## src/rtl/button_debouncer.sv

```systemverilog
// Purpose: synchronizes a bouncy push-button pad and debounces it into a clean level,
//          with one-cycle press/release strobes and a long-press level.
// Ports  : clk, rst (async active-high) | btn_raw (async pad) |
//          btn_clean, press_pulse, release_pulse, long_press (all registered).
// Latency: SYNC_STAGES + DEBOUNCE_CYCLES edges from a btn_raw change to btn_clean.
// Backpressure: none; free-running conditioning stage with no handshake.
module button_debouncer #(
    parameter int SYNC_STAGES       = 2,
    parameter int DEBOUNCE_CYCLES   = 16,
    parameter int LONG_PRESS_CYCLES = 64
) (
    input  logic clk,
    input  logic rst,
    input  logic btn_raw,
    output logic btn_clean,
    output logic press_pulse,
    output logic release_pulse,
    output logic long_press
);

    localparam int DW = $clog2(DEBOUNCE_CYCLES + 1);
    localparam int HW = $clog2(LONG_PRESS_CYCLES + 1);

    localparam logic [DW-1:0] DEB_LAST      = DW'(DEBOUNCE_CYCLES - 1);
    localparam logic [HW-1:0] HOLD_MAX      = HW'(LONG_PRESS_CYCLES);
    localparam logic [HW-1:0] HOLD_PRE_MAX  = HW'(LONG_PRESS_CYCLES - 1);

    typedef enum logic [1:0] {
        IDLE         = 2'd0,
        PRESS_WAIT   = 2'd1,
        PRESSED      = 2'd2,
        RELEASE_WAIT = 2'd3
    } state_t;

    logic [SYNC_STAGES-1:0] sync_ff;
    logic                   btn_sync;
    state_t                 state;
    logic [DW-1:0]          deb_cnt;
    logic [HW-1:0]          hold_cnt;

    // Plain shift chain; only the last stage is ever looked at by the FSM.
    always_ff @(posedge clk or posedge rst) begin
        if (rst) begin
            sync_ff <= '0;
        end else begin
            sync_ff <= {sync_ff[SYNC_STAGES-2:0], btn_raw};
        end
    end

    assign btn_sync = sync_ff[SYNC_STAGES-1];

    always_ff @(posedge clk or posedge rst) begin
        if (rst) begin
            state         <= IDLE;
            deb_cnt       <= '0;
            hold_cnt      <= '0;
            btn_clean     <= 1'b0;
            press_pulse   <= 1'b0;
            release_pulse <= 1'b0;
            long_press    <= 1'b0;
        end else begin
            press_pulse   <= 1'b0;
            release_pulse <= 1'b0;

            // Hold time keeps running through a pending release, so a release
            // bounce that returns to PRESSED does not restart the long-press timer.
            // The accepted-release branch below overrides these assignments.
            if (state == PRESSED || state == RELEASE_WAIT) begin
                if (hold_cnt != HOLD_MAX) begin
                    hold_cnt <= hold_cnt + 1'b1;
                end
                if (hold_cnt == HOLD_PRE_MAX) begin
                    long_press <= 1'b1;
                end
            end

            case (state)
                IDLE: begin
                    if (btn_sync) begin
                        state   <= PRESS_WAIT;
                        deb_cnt <= DW'(1);
                    end
                end

                PRESS_WAIT: begin
                    if (!btn_sync) begin
                        state   <= IDLE;
                        deb_cnt <= '0;
                    end else if (deb_cnt == DEB_LAST) begin
                        state       <= PRESSED;
                        deb_cnt     <= '0;
                        btn_clean   <= 1'b1;
                        press_pulse <= 1'b1;
                        hold_cnt    <= '0;
                    end else begin
                        deb_cnt <= deb_cnt + 1'b1;
                    end
                end

                PRESSED: begin
                    if (!btn_sync) begin
                        state   <= RELEASE_WAIT;
                        deb_cnt <= DW'(1);
                    end
                end

                RELEASE_WAIT: begin
                    if (btn_sync) begin
                        state   <= PRESSED;
                        deb_cnt <= '0;
                    end else if (deb_cnt == DEB_LAST) begin
                        state         <= IDLE;
                        deb_cnt       <= '0;
                        btn_clean     <= 1'b0;
                        release_pulse <= 1'b1;
                        long_press    <= 1'b0;
                        hold_cnt      <= '0;
                    end else begin
                        deb_cnt <= deb_cnt + 1'b1;
                    end
                end

                default: begin
                    state   <= IDLE;
                    deb_cnt <= '0;
                end
            endcase
        end
    end

endmodule

```

## config.mk

```make
export PLATFORM = sky130hd
export DESIGN_NAME = button_debouncer
export DESIGN_NICKNAME = d
export VERILOG_FILES = /design/src/rtl/button_debouncer.sv
export SDC_FILE = /design/constraint.sdc
export NUM_CORES = 1
export LEC_CHECK = 0
export ABC_AREA = 1
export CAP_MARGIN = 25
export CORE_ASPECT_RATIO = 0.9
export CORE_MARGIN = 2
export CORE_UTILIZATION = 26
export CTS_CLUSTER_SIZE = 14
export DETAILED_ROUTE_END_ITERATION = 12
export GPL_TIMING_DRIVEN = 0
export PLACE_DENSITY_LB_ADDON = 0.12
export SYNTH_ARGS = -nofsm -noshare
export SYNTH_HDL_FRONTEND = slang
export SYNTH_SLANG_ARGS = --single-unit
```

## constraint.sdc

```tcl
create_clock -name clk -period 1 [get_ports clk]
set_input_delay 0.2 -clock clk [delete_from_list [all_inputs] [get_ports clk]]
set_output_delay 0.2 -clock clk [all_outputs]
set_load 0.01 [all_outputs]
```

==> flow_summary.json, run 1 <==
{
  "dr_wl_met3_um": 100,
  "status": "finished, violations left",
  "drtIter0Drc": 52,
  "power_uw": 3820,
  "post-synth-top-count-cell": "nand2_1",
  "yosysTopAreaCell": "dfrtp_1",
  "stdcell_count": 199,
  "yosys.area_share.simple": 0.304,
  "slew-limit-headroom": 0.703,
  "die-area_um2": 4420,
  "layout_setup_ws_ps": -237,
  "grt_pass1_vias": 852,
  "worstSkewPairLatency_ps": 260,
  "synth-seq-cells": 20,
  "synth_ff_type": "dfrtp_1",
  "finClkSkew_ps": 10.3,
  "drc_errors": 0,
  "initial_core_util": 0.272,
  "avgViaCountPerCell": 4.46,
  "root_buffer": "clkbuf_8",
  "crit_arrival_ps": 1390,
  "yosysWarningCount": 0,
  "yosysTopAreaCellShare": 0.493,
  "post-place-cells": 178,
  "core_area_um2": 3730,
  "place.gp.congestion": 0.713,
  "antenna_left": 0,
  "n_antenna_cell": 0,
  "rsz0062_at_grt": "yes",
  "die-height_um": 63.3,
  "dpl_worst_slack_ps": -300,
  "grt_max_degree": 21,
  "period_needed_ps": 1240,
  "synth-compound-area-share": 0.0493,
  "peakVddDrop_mv": 0.632,
  "final_net_count": 160,
  "synth_fa_ha_area_frac": 0.0369,
  "die_w_um": 69.9,
  "worst_setup_path_end_kind": "flip-flop",
  "wirelength_met1_mm": 1.09,
  "clock-sinks": 20,
  "synth_xor_area_frac": 0.0431,
  "clkTransAtPathRegs_ps": 80,
  "numPortBuffers": 6,
  "cp_slowest_cell": "dfrtp_1",
  "vias": 888,
  "rrSetupSlack_ps": -240,
  "dp_hpwl_mm": 1.45,
  "antenna_found_initial": 0,
  "cts_tree": "done",
  "synth_top_family_by_area": "simple AND/OR/NAND/NOR gates",
  "htree_levels": 1,
  "grt_pass1_wl_mm": 4.03,
  "grt_overflow": 0,
  "cp.required_ps": 1150,
  "async_flop_share": 1.00,
  "hold_viol": 0,
  "path_class": "flip-flop to flip-flop",
  "ys_seq_area_frac": 0.493,
  "cts_hold_buffers": 0,
  "syn_area_um2": 1020,
  "synth_nets": 132,
  "setup_tns_ps": -2570,
  "cts_max_path_buffers": 2,
  "cts_buffers": 3,
  "synth.area.mux_share": 0,
  "setup_viol": 18,
  "ys_top_cells_by_count": "27 x nand2_1, 20 x dfrtp_1, 16 x inv_1, 16 x nand3_1, 15 x nor2_1",
  "io_pins": 7,
  "max_freq_mhz": 808,
  "hold_path.class": "primary input to asynchronous set/reset pin",
  "dr.pass1.iters": 4,
  "worstPathCellList": "ha_4 -> nand4_1 -> nor2_2 -> nor2_1 -> nand2_1 -> inv_1",
  "fp-row-count": 21,
  "cp_max_fo": 4,
  "yosysUniqueCellTypes": 17,
  "synth_edf_count": 0,
  "ys_top_cells_by_area": "dfrtp_1 49%, nand2_1 10%, nand3_1 7.9%",
  "drive_gt1_frac": 0.392,
  "max-cap-violations": 0,
  "synthCells": 126,
  "violations": "negative setup slack",
  "met2_wirelength_mm": 1.07,
  "drv_slew": 0,
  "cpPeakStageDelay_ps": 400,
  "start_kind": "flip-flop",
  "routedWlPerCell_um": 11.5,
  "fin_crit_sh": 1.24,
  "track_usage": 0.117,
  "area_growth_pct": 42.9,
  "highest_layer": "met4",
  "p_leak_uw": 0.000724,
  "worst-slew-pin-transition_ps": 444,
  "power_density_nw_per_um2": 2630,
  "routed_wl_mm": 2.29,
  "syn_area_per_cell_um2": 8.06
}
## flip-flops by register name (all words and copies together) (netlist names), named ones only
signal and flops:
deb_cnt 5, btn_clean 1, long_press 1, press_pulse 1
release_pulse 1, sync_ff 2, state 1, hold_cnt 7
## metrics by stage
stage                     hold WS (ps)  utilization  area (um^2)
after floorplan                    164            -         1020
after global placement             334        0.305         1140
after detailed placement           339        0.305         1140
after CTS                          315        0.360         1350
after global routing               334        0.389         1450
final                              295        0.389         1450
## cell families after synthesis
family / count (synthesis)
AO/OA/AOI/OAI: 10
XOR/XNOR: 5
adder cells (fa/ha/maj): 3
buffers and inverters: 19
flip-flops: 20
AND/OR/NAND/NOR: 69
## critical path, delay by kind of cell, from the launching register on
family	cells	cell delay, ps
fa+ha+maj	1	160
buf+inv	1	30
flops	1	400
simple gates	4	550
## repair_timing
item	CTS	global route
pin swaps	6	8
setup buffers	12	5
resized for setup	37	19
setup endpoints to repair	22	20
## cell usage in the layout, fill, tap and decap left out, types with 3 or more instances in the layout
| master | synthesis | routed |
|---|---|---|
| a21oi_1 | 5 | 3 |
| buf_2 | 0 | 4 |
| buf_4 | 1 | 16 |
| clkbuf_8 | 0 | 4 |
| dfrtp_1 | 20 | 17 |
| dfrtp_2 | 0 | 3 |
| inv_1 | 16 | 12 |
| inv_2 | 2 | 3 |
| nand2_1 | 27 | 20 |
| nand2_2 | 4 | 5 |
| nand2_4 | 0 | 5 |
| nand3_1 | 16 | 14 |
| nand4_1 | 4 | 4 |
| nor2_1 | 15 | 11 |
| nor2_2 | 1 | 4 |
| o21ai_1 | 2 | 3 |
| xor2_1 | 5 | 5 |
## path summary, 6_finish.rpt
check / start / to / depth (start not counted)
max in group asynchronous: rst / asynchronous set/reset pin / 2
hold / removal: rst / release_pulse$_DFF_PP0_ / 2
setup reg to reg: deb_cnt[0]$_DFFE_PP0P_ / hold_cnt[6]$_DFF_PP0_ / 6
min in group clk: sync_ff[0]$_DFF_PP0_ / sync_ff[1]$_DFF_PP0_ / 0
setup / recovery: deb_cnt[0]$_DFFE_PP0P_ / hold_cnt[6]$_DFF_PP0_ / 6
hold reg to reg: sync_ff[0]$_DFF_PP0_ / sync_ff[1]$_DFF_PP0_ / 0
## layer usage
layer / vias up / GRT usage
li1: 460 / -
met1: 411 / 0.148
met2: 13 / 0.185
met3: 4 / 0.0416
met4: 0 / 0.0433
met5: - / 0
## cell type report
cell class | instances | area (um^2)
Inverter | 18 | 76.3
Fill cell | 378 | 2280
Timing Repair Buffer | 23 | 175
Sequential cell | 20 | 504
Tap cell | 46 | 57.6
Buffer | 1 | 7.51
Multi-Input combinational cell | 87 | 576
Clock buffer | 4 | 55.1
## power by group
part / internal (uW) / switching, uW / total [uW]
Clock: 351 / 262 / 612
Combinational: 833 / 991 / 1820
Sequential: 1050 / 333 / 1390
Total: 2240 / 1590 / 3820
(Power assumes the default switching activity.)
==> run 2, diff against run 1 <==
- CTS_CLUSTER_SIZE: 14 -> 30
==> results of run 2 <==
The final DEF is identical to that of run 1; final timing and power are the same.
==> patch: new RTL, flow settings as in run 2 <==
`LONG_PRESS_CYCLES`: 64 -> 32.
--- a/src/rtl/button_debouncer.sv
+++ b/src/rtl/button_debouncer.sv
@@ -7,7 +7,7 @@
 module button_debouncer #(
     parameter int SYNC_STAGES       = 2,
     parameter int DEBOUNCE_CYCLES   = 16,
-    parameter int LONG_PRESS_CYCLES = 64
+    parameter int LONG_PRESS_CYCLES = 32
 ) (
     input  logic clk,
     input  logic rst,
Function: same outputs for any inputs over 10 cycles, from zero or initial values and one cycle with rst high; that may be too few to reach the edited logic, so the function may still have changed.
==> patch against run 2 <==
The flow still finishes with violations (negative setup slack); sequential cell count is 1 lower; synthesized cell count decreased by 13%; maximum frequency grew 5.1%; cell area fell by 9.3%; setup slack improved by 0.060 ns; power is 8.8% lower; wire length fell by 9.8%; synthesized area fell by 3.7%; critical path type unchanged.
==> patch: results (changes against run 2) <==
* First-pass GRT wire length at 3.53 mm (-12%)
* Wire per inst at 11.7 um (+1.4%)
* Initial DRC count at 24 (-54%)
* CP max FO at 6 (+2)
* Total GRT Usage at 11.0% (-0.69 points)
* Sw frac at 40.4% (-1.1 points)
* Yosys reg bits at 19 (-5.0%)
* Leakage at 0.648 nW (-10%)
* Fill cell count at 369 (-2.4%)
* CTS buffer count at 3 (unchanged)
* Vias in the first global route at 827 (-2.9%)
* Resize count post-CTS at 26 (-30%)
* Pin count of the biggest net entering global routing at 20 (-4.8%)
* Layout clock area frac at 3.42% (-0.37 points)
* Non-clk bufs at 19 (-21%)
* Largest registers: hold_cnt (6), deb_cnt (5), sync_ff (2)
* Hold WS at 0.284 ns (-0.0110 ns)
* Final #Nets at 138 (-14%)
* Finish-stage setup viols at 17 (-1)
* Synth cell types at 25 (+8)
* Synth top area cells: dfrtp_1 (49%), nand2_1 (9.6%), inv_1 (5.4%)
* Register area share after synthesis at 48.6% (-0.67 points)
* Final worst slack at -0.177 ns (+0.0600 ns)
* Cells after Synth at 109 (-13%)
* Clock buffer cells at 4 (unchanged)
* Port buffer count at 6 (unchanged)
* Area Growth Syn to Fin at 34.5%
* Layout cells sized above 1 at 41.2% (+2.0 points)
* Tightest Pin Transition at 0.430 ns (-0.0138 ns)
* Seq area share at 36.3% (+1.6 points)
* Multi-input combinational area share at 37.5% (-2.1 points)
* Max VDD drop at 1.43 mV (+130%)
* Status: finished, violations left
* Crit path arrival time at 1.33 ns (-0.06 ns)
* Failing checks: negative setup slack
* Layout Skew at 0.00516 ns (-0.00515 ns)
* Post-synthesis cell area at 978 um2 (-3.7%)
* Pre-CTS setup slack at -0.236 ns (+0.0641 ns)
* HP Class: in -> async
* DPL Wire Length at 1.37 mm (-5.1%)
* Setup Total Neg Slack at -2.06 ns (+0.505 ns)
* Post-CTS Setup Bufs at 8 (-4)
* Syn nets at 115 (-13%)
* Area after DPL at 1110 um2 (-2.4%)
* Comb_multi_in at 71 (-18%)
* Data buffer area share at 12.0% (-0.61 points)
* Final GP Congestion at 0.733 (+2.8%)
* Routed wire length at 2.07 mm (-9.8%)
* Placed cells at 161 (-9.6%)
* Top cells by count, synth: nand2_1 (25), dfrtp_1 (19), inv_1 (14)
* Via count at 762 (-14%)
## patch: power by group through the flow
stage | Combinational, mW | Clock [mW] | Sequential, mW
floorplan | 0.932 | 0 | 1.20
global placement | 1.14 | 0 | 1.24
detailed placement | 1.18 | 0 | 1.24
CTS | 1.50 | 0.579 | 1.22
global route | 1.91 | 0.603 | 1.26
finish | 1.69 | 0.558 | 1.24
## patch: kinds of logic after synthesis
group | Yosys count | share of synthesized area [%]
AOI/OAI and AO/OA | 12 | 7.67
adders and majority gates | 3 | 3.84
DFF | 19 | 48.6
and+or+nand+nor | 53 | 28.6
buffers and inverters | 19 | 8.57
xor gates and xnor gates | 3 | 2.69
## patch: layer usage
layer  part of all wire (%)  GRT usage (%)
met5                      0              0
met4                    1.5           5.00
met3                    3.0           3.44
met2                     49           16.6
met1                     47           14.2
## patch: critical path, cell delays in order (launching register included)
cell and delay [ns]:
dfrtp_1 0.40, ha_4 0.17, nand4_4 0.17, nand3_2 0.15, nand2_1 0.06, nand2_1 0.07, nand2_1 0.05
